**config.mk**
```make
export PLATFORM = sky130hd
export DESIGN_NAME = flag_reg
export DESIGN_NICKNAME = d
export VERILOG_FILES = /design/src/rtl/flag_reg.sv
export SDC_FILE = /design/constraint.sdc
export NUM_CORES = 1
export LEC_CHECK = 0
export CORE_MARGIN = 1.5
export CORE_UTILIZATION = 32
export DETAILED_ROUTE_END_ITERATION = 8
export PLACE_DENSITY = 0.91
export SLEW_MARGIN = 40
export SYNTH_ARGS = -nofsm -noshare
export SYNTH_HDL_FRONTEND = slang
export SYNTH_SLANG_ARGS = --single-unit
```
**constraint.sdc**
```tcl
create_clock -name clk -period 1.7 [get_ports clk]
set_clock_uncertainty 0.15 [all_clocks]
set_input_delay 0.255 -clock clk [delete_from_list [all_inputs] [get_ports clk]]
set_output_delay 0.255 -clock clk [all_outputs]
set_load 0.05 [all_outputs]
```
**src/rtl/flag_reg.sv**
```systemverilog
// flag_reg: ZNHC flag register (F) for an 8-bit CPU core.
//
// F holds the four condition flags in its upper nibble {Z,N,H,C}; the low
// nibble always reads zero. Flag updates commit only on the last T-cycle of
// an M-cycle (m_end). Each instruction selects one flag source and chooses
// which flags to update with a per-bit write mask. A POP AF reloads the
// flags from the stack byte and takes priority over any flag write and
// over interrupt suppression.
//
// Optional feature, enabled by defining the macro FLAG_BYPASS_EN:
//   cond_ok evaluates the flag value that is about to commit at the current
//   edge instead of the registered F. This lets a conditional branch in the
//   same M-cycle see the flags produced by the preceding operation.
//   Without the macro, cond_ok reads the registered F only.
module flag_reg (
  input  logic       clk,
  input  logic       reset,
  input  logic       m_end,
  input  logic [2:0] next_f_src,
  input  logic [3:0] f_write,
  input  logic       interrupt,
  input  logic [3:0] alu_f,
  input  logic [3:0] rot_f,
  input  logic [3:0] add16_f,
  input  logic [3:0] misc_f,
  input  logic [3:0] daa_f,
  input  logic [3:0] cpl_f,
  input  logic       pop_we,
  input  logic [7:0] pop_data,
  input  logic [1:0] cond,
  output logic [7:0] f_out,
  output logic       cond_ok,
  output logic       src_err
);

  // Bit positions of the flags inside the 4-bit flag nibble.
  localparam int unsigned Z_BIT = 3;
  localparam int unsigned C_BIT = 0;

  // Flag source select codes.
  localparam logic [2:0] SRC_ALU   = 3'b000;
  localparam logic [2:0] SRC_ROT   = 3'b001;
  localparam logic [2:0] SRC_ADD16 = 3'b010;
  localparam logic [2:0] SRC_MISC  = 3'b011;
  localparam logic [2:0] SRC_DAA   = 3'b100;
  localparam logic [2:0] SRC_CPL   = 3'b101;

  // Condition codes.
  localparam logic [1:0] CC_NZ = 2'b00;
  localparam logic [1:0] CC_Z  = 2'b01;
  localparam logic [1:0] CC_NC = 2'b10;
  localparam logic [1:0] CC_C  = 2'b11;

  logic [3:0] flags;       // registered {Z,N,H,C}
  logic [3:0] src_flags;   // candidate flags from the selected source
  logic       src_legal;   // selected source code is a real source
  logic       wr_any;      // at least one flag write enabled
  logic [3:0] next_flags;  // value F takes if this edge commits
  logic       bad_src;     // write requested through a reserved source code
  logic [3:0] eval_flags;  // flags seen by the condition evaluator

  // The low nibble of a popped byte has no storage in F; it is dropped.
  logic       unused_pop_low;
  assign unused_pop_low = ^pop_data[3:0];

  assign wr_any = |f_write;

  // Source mux. Only decoded while a write is requested, so a don't-care
  // (possibly X) select with an empty write mask never reaches the state.
  always_comb begin
    src_flags = 4'b0000;
    src_legal = 1'b0;
    if (wr_any) begin
      case (next_f_src)
        SRC_ALU:   begin src_flags = alu_f;   src_legal = 1'b1; end
        SRC_ROT:   begin src_flags = rot_f;   src_legal = 1'b1; end
        SRC_ADD16: begin src_flags = add16_f; src_legal = 1'b1; end
        SRC_MISC:  begin src_flags = misc_f;  src_legal = 1'b1; end
        SRC_DAA:   begin src_flags = daa_f;   src_legal = 1'b1; end
        SRC_CPL:   begin src_flags = cpl_f;   src_legal = 1'b1; end
        default:   begin src_flags = 4'b0000; src_legal = 1'b0; end
      endcase
    end
  end

  // Next flag value with priority POP > interrupt hold > masked write.
  // A write through a reserved source leaves F alone and is reported.
  always_comb begin
    next_flags = flags;
    bad_src    = 1'b0;
    if (pop_we) begin
      next_flags = pop_data[7:4];
    end else if (!interrupt && wr_any) begin
      if (src_legal) begin
        next_flags = (src_flags & f_write) | (flags & ~f_write);
      end else begin
        bad_src = 1'b1;
      end
    end
  end

  // F register: commits only at the end of an M-cycle.
  always_ff @(posedge clk or posedge reset) begin
    if (reset) begin
      flags <= 4'b0000;
    end else if (m_end) begin
      flags <= next_flags;
    end
  end

  // Sticky illegal-source indicator, cleared only by reset.
  always_ff @(posedge clk or posedge reset) begin
    if (reset) begin
      src_err <= 1'b0;
    end else if (m_end && bad_src) begin
      src_err <= 1'b1;
    end
  end

  assign f_out = {flags, 4'b0000};

`ifdef FLAG_BYPASS_EN
  // Condition sees the value about to commit at this edge; next_flags
  // already equals F when no write or pop is pending.
  always_comb begin
    eval_flags = m_end ? next_flags : flags;
  end
`else
  // Condition sees the registered flags only.
  always_comb begin
    eval_flags = flags;
  end
`endif

  // Branch condition evaluation from Z and C.
  always_comb begin
    cond_ok = 1'b0;
    case (cond)
      CC_NZ:   cond_ok = ~eval_flags[Z_BIT];
      CC_Z:    cond_ok =  eval_flags[Z_BIT];
      CC_NC:   cond_ok = ~eval_flags[C_BIT];
      CC_C:    cond_ok =  eval_flags[C_BIT];
      default: cond_ok = 1'b0;
    endcase
  end

endmodule
```
# After elaboration in Yosys (flattened, before gate mapping)
# Index checks and enable logic that the tools add are counted.
[op_classes] n_mux=11 n_reduce_logical=10 eq_ne=8 bitwise=6
[op_table] operator="$pmux 4 s6" count=1
[op_table] operator="$mux 4" count=4
[op_table] operator="$and 4x4->4" count=2
[op_table] operator="$eq 3x2->1 const B" count=2
[op_table] operator="$eq 3x3->1 const B" count=2
[op_table] operator="$reduce_or 6->1" count=1
[op_table] operator="$mux 1" count=5
[op_table] operator="$eq 2x2->1 const B" count=2
[op_table] operator="$not 4->4" count=1
[op_table] operator="$or 4x4->4" count=1
[op_table] operator="$pmux 1 s4" count=1
[op_table] operator="$reduce_bool 2->1" count=2
[op_table] operator="$reduce_or 4->1" count=1
[op_table] operator="$eq 3x1->1 const B" count=1
[op_table] operator="$logic_not 3->1" count=1
[op_table] operator="$reduce_and 3->1" count=1
[op_table] operator="$eq 2x1->1 const B" count=1
[op_table] operator="$logic_and 1x1->1" count=2
[op_table] operator="$logic_not 2->1" count=1
[op_table] operator="$not 1->1" count=2
[op_table] operator="$logic_not 1->1" count=1
[totals] out_inout_bits=10 ff_bits=5 wordCells=37

# Longest topological paths before layout
# Gate-level depths: netlist of the first run.
[logic_depth] depth_word=8 mapped_depth=5 ltp_nobuf=4

# Worst setup path after synthesis of the first run
# No wires, ideal clock.
[synth_timing] kind="register -> output" startpoint="register (tool-made name)" endpoint="output cond_ok" n_path_buf=0 arrival_ps=1568 slack_ps=-273 path_stages_with_launch=3 path_cell_list="dfrtp_1 > mux2i_1 > xor2_1"
[synth_lines] element="end: declaration" line="32" text="output logic cond_ok,"

==> reports/qor.txt, run 1 <==
ANT nets after route -> 0
DR vias/cell -> 4.93
Rows -> 15
Initial core utilization -> 34.0%
Wire length on met3 -> 113 um
Final hold violation count -> 0
Worst-Skew Late Latency -> 0.24 ns
Die area -> 2100 um^2
# Max-Cap Violations -> 0
Port bufs -> 47
Final HPWL DP -> 1640 um
Wire per inst -> 12.1 um
Fillers -> 131
Leakage -> 0.534 nW
Crit Path Category -> reg -> out
Seq cells post-synth -> 5
Hold Path Class -> in -> async
Most frequent cells in the layout -> clkdlybuf4s50_1 (39), buf_4 (17), nand2_1 (6)
Post-synth EDFFs -> 0
Pwr Density -> 595 nW/um^2
Cell taking the most area after synthesis -> dfrtp_1
Drt drc -> 0
Postcts setup bufs -> 0
Routed wl met2 -> 1050 um
Fin crit period -> 1.65 ns
Max Root-Sink Buffers -> 2
Slew Limit Fails -> 0
Largest net degree at the start of global routing -> 8
Core region area -> 1730 um^2
Syn_area_per_cell -> 9.03 um^2
TritonCTS clock tree -> done
First drt pass iteration count -> 4
Ys flop type -> dfrtp_1
Startpoint Class -> flip-flop
Initial antenna violation count -> 0
FFs w/ async S/R, synth -> 100%
Synth cell types -> 35
Width of the die -> 45.8 um
Overall Power -> 736 uW
All-Layer GR Usage -> 18.9%
First-pass GRT wire length -> 2790 um
H-tree Lvls -> 1
Synthesis warning total -> 0
Critical path data required time -> 1.29 ns
DR iter-0 viols -> 15
Overflow after GRT -> 0
Synth area leaders -> dfrtp_1 (21%), mux2i_1 (6.8%), mux2_2 (5.8%)
Worst setup EP type -> output pin
M1 WL -> 660 um
Routability Congestion -> 0.754
Layout cells sized above 1 -> 26.0%
Reg clk slew, reported paths -> 0.04 ns
Mapped cell area -> 587 um^2
Root Driver -> clkbuf_4
CTS Sinks -> 5
Final nets -> 174
Most common cell after layout, fill and taps aside -> clkdlybuf4s50_1
Finished Core Util -> 71.7%
Top-area cell type share of the netlist area -> 21.3%
Mapped Cells -> 65
Vias in the first global route -> 739
Period utilization -> 97.3%
Data arrival, critical path -> 1.25 ns
Fmax -> 605 MHz
Multi-input logic area -> 439 um^2
CTS Hold Bufs -> 0
Routed WL -> 1840 um
Status -> finished, final reports clean
P&R area growth vs syn -> 111%
Final setup vio count -> 0
Post-synthesis sequential area ratio -> 21.3%
DR top layer -> met4
Via count -> 749
RSZ-0062 raised after global routing -> false
Reg area -> 126 um^2
VDD IR max -> 0.269 mV
Antenna Cells -> 0
IO Count -> 56
Crit Path Max Fanout -> 3
Die height -> 45.8 um
CTS Buf Count -> 3
cells in the mapped netlist, types with 2 or more instances:
master / n
inv_1: 2
a31oi_1: 3
nand2b_1: 3
a21o_1: 2
nand2_1: 6
dfrtp_1: 5
a221oi_1: 2
buf_6: 2
mux2_2: 3
a41oi_1: 2
mux2i_1: 4
nor2_1: 5
buf_4: 4
worst max-delay path, stage by stage, from the launching register on:
cell and delay (ns):
dfrtp_1 0.44, mux2i_4 0.23, xor2_4 0.18, buf_12 0.15
cells by family after synthesis:
family,after synthesis,share of synthesized area (%)
mux,10,23.5
compound gates,18,23.7
other cells,1,0.639
simple gates,21,18.3
buf+inv,9,11.1
xor+xnor,1,1.49
flops,5,21.3
cell type report:
cell class              count  share of cell area, %
well taps                  25                   2.53
multi-input cells          54                   35.5
repair buffers             62                   49.0
flip-flops and latches      5                   10.2
clock buffers               4                   2.12
inverters                   2                  0.607
worst paths after layout:
kind | start | endpoint | slack, ns | depth (start not counted)
min | reset | src_err | 0.06 | 2
max reg2reg | flip-flop | flip-flop | 0.59 | 3
max | flip-flop | cond_ok | 0.05 | 3
min reg2reg | src_err | src_err | 0.34 | 1
min in group clk | src_err | src_err | 0.34 | 1
max in group asynchronous | reset | async pin | 1.16 | 2
per-stage QoR:
step,cell area (um^2),worst slack [ns],hold slack (ns),instances,TNS (ns)
final,1240,0.0458,0.0552,152,0
after CTS,1240,0.0151,0.0587,152,0
after global routing,1240,0.00788,0.0813,152,0
after detailed placement,1200,-0.253,0.312,148,-1.00
after global placement,1200,-0.227,0.312,148,-0.863
after floorplan,621,0.0348,-0.116,68,0
what timing repair did:
action	CTS	global route
gates resized for setup	4	1
endpoints found under the setup margin	2	1
cloned	0	0
power breakdown:
group	internal (mW)	switching [mW]	total, mW
sequential	0.140	0.0230	0.163
clock	0.0889	0.0508	0.140
combinational	0.230	0.204	0.434
total	0.459	0.277	0.736
metal layers:
| layer | vias up | global-route usage [%] |
|---|---|---|
| li1 | 365 | - |
| met1 | 337 | 18.2 |
| met2 | 43 | 37.7 |
| met3 | 4 | 1.98 |
| met4 | 0 | 10.3 |
| met5 | - | 0 |
No activity file was read; power rests on OpenSTA's default activity.
==> run 2: changes to the inputs <==
CORE_UTILIZATION = 45   (was 32)
DONT_BUFFER_PORTS = 1   (was unset)
PLACE_DENSITY = 0.66   (was 0.91)
==> reports/qor.txt, run 2 (synthesis results as in run 1) <==
Status -> finished, final reports clean (unchanged)
Final HPWL DP -> 1080 um (was 1640 um)
Rows -> 12 (was 15)
All-Layer GR Usage -> 18.5% (was 18.9%)
PnR worst setup slack -> 0.0712 ns (was 0.0458 ns)
Antenna Cells -> 0 (unchanged)
Layout cells sized above 1 -> 20.8% (was 26.0%)
IO Count -> 56 (unchanged)
RSZ-0062 raised after global routing -> false (unchanged)
Most common cell after layout, fill and taps aside -> nand2_1 (was clkdlybuf4s50_1)
Final hold violation count -> 0 (unchanged)
Hold_sp -> pop_data[7]
Final setup vio count -> 0 (unchanged)
Placed cell areas -> 623 um^2 (was 1200 um^2)
First drt pass iteration count -> 4 (unchanged)
Worst-Skew Late Latency -> 0.24 ns (about the same)
Crit Path Max Fanout -> 2 (was 3)
Vias in the first global route -> 474 (was 739)
Pwr Density -> 812 nW/um^2 (was 595 nW/um^2)
Multi-input logic area -> 430 um^2 (was 439 um^2)
Die height -> 39.1 um (was 45.8 um)
Wire per inst -> 15.4 um (was 12.1 um)
Placed insts -> 79 (was 148)
Slew Limit Fails -> 0 (unchanged)
Non-Filler Instances -> 86 (was 152)
Data arrival, critical path -> 1.22 ns (was 1.25 ns)
# Max-Cap Violations -> 0 (unchanged)
Crit Path Category -> reg -> out (unchanged)
Routed WL -> 1330 um (was 1840 um)
TritonCTS clock tree -> done (unchanged)
Period utilization -> 95.8% (was 97.3%)
P&R area growth vs syn -> 15.8% (was 111%)
First-pass GRT wire length -> 1910 um (was 2790 um)
Overflow after GRT -> 0 (unchanged)
Overall Power -> 552 uW (was 736 uW)
Hold Path Class -> in -> reg (was in -> async)
CTS Buf Count -> 3 (unchanged)
Core region area -> 1160 um^2 (was 1730 um^2)
Leakage -> 0.290 nW (was 0.534 nW)
Die area -> 1530 um^2 (was 2100 um^2)
Finished Core Util -> 58.8% (was 71.7%)
Initial antenna violation count -> 0 (unchanged)
Fillers -> 115 (was 131)
DR vias/cell -> 6.40 (was 4.93)
Fin crit period -> 1.63 ns (was 1.65 ns)
Pre-CTS WS -> 0.316 ns (was -0.253 ns)
Critical path data required time -> 1.29 ns (about the same)
Root Driver -> clkbuf_4 (unchanged)
Fin area -> 679 um^2 (was 1240 um^2)
Max Root-Sink Buffers -> 2 (unchanged)
Drt drc -> 0 (unchanged)
Setup TNS -> 0 ns (unchanged)
Final nets -> 119 (was 174)
DR iter-0 viols -> 8 (was 15)
Fmax -> 614 MHz (was 605 MHz)
Startpoint Class -> flip-flop (unchanged)
Routability Congestion -> 0.743 (was 0.754)
VDD IR max -> 0.514 mV (was 0.269 mV)
Reg clk slew, reported paths -> 0.04 ns (about the same)
Most frequent cells in the layout -> nand2_1 (6), nor2_1 (5), dfrtp_1 (5) (was clkdlybuf4s50_1 (39), buf_4 (17), nand2_1 (6))
ANT nets after route -> 0 (unchanged)
Reg area -> 125 um^2 (was 126 um^2)
Largest net degree at the start of global routing -> 12 (was 8)
Post-CTS sizing -> 0 (was 4)
Via count -> 550 (was 749)
H-tree Lvls -> 1 (unchanged)
Worst setup EP type -> output pin (unchanged)
Port bufs -> 0 (was 47)
Initial core utilization -> 50.8% (was 34.0%)
CTS Sinks -> 5 (unchanged)
Hold_ws -> 0.0364 ns (was 0.0552 ns)
Width of the die -> 39.1 um (was 45.8 um)
==> run 2: cell count changes in the layout (fill, tap and decap cells not counted), sizes merged <==
cell | previous run | this run
dlygate4sd2 | 2 | 0
clkdlybuf4s50 | 39 | 0
dlygate4sd3 | 0 | 3
buf | 21 | 4
==> run 2: final cells by class <==
class                           count  area share, %
Clock buffer                        4           3.87
Inverter                            2           1.10
Multi-Input combinational cell     54           63.4
Sequential cell                     5           18.4
Tap cell                           14           2.58
Timing Repair Buffer                7           10.7
==> run 2: worst paths after layout <==
check                                  to  cells after the start  slack (ns)
worst max-delay path              cond_ok                      3        0.07
worst min-delay path            flip-flop                      1        0.04
worst max register to register  flip-flop                      2        0.47
worst min register to register  flip-flop                      3        0.59
max in group asynchronous       async pin                      2        1.01
min in group asynchronous         src_err                      2        0.21
==> run 2: metal layers <==
metal / vias to the layer above / routed length (um) / share of wire [%] / GRT usage [%]
met5: - / 0 / 0 / 0
met4: 0 / 0 / 0 / 0
met3: 0 / 202 / 15 / 11.6
met2: 42 / 628 / 47 / 28.7
met1: 253 / 496 / 37 / 22.9
li1: 255 / - / - / -
==> run 2: critical path, cell delays in order, from the launching register on <==
cell,delay [ns]
dfrtp_1,0.38
mux2i_2,0.27
xor2_4,0.19
buf_12,0.15
==> run 2: power by group <==
group	total, mW	internal, mW	switching (mW)
clock	0.134	0.0885	0.0453
combinational	0.233	0.103	0.131
sequential	0.185	0.139	0.0461
total	0.552	0.330	0.222
==> run 2: what timing repair did <==
action                                 CTS  global route
endpoints found under the hold margin    7             0
hold buffers                             3             0
buffers inserted                         0             0
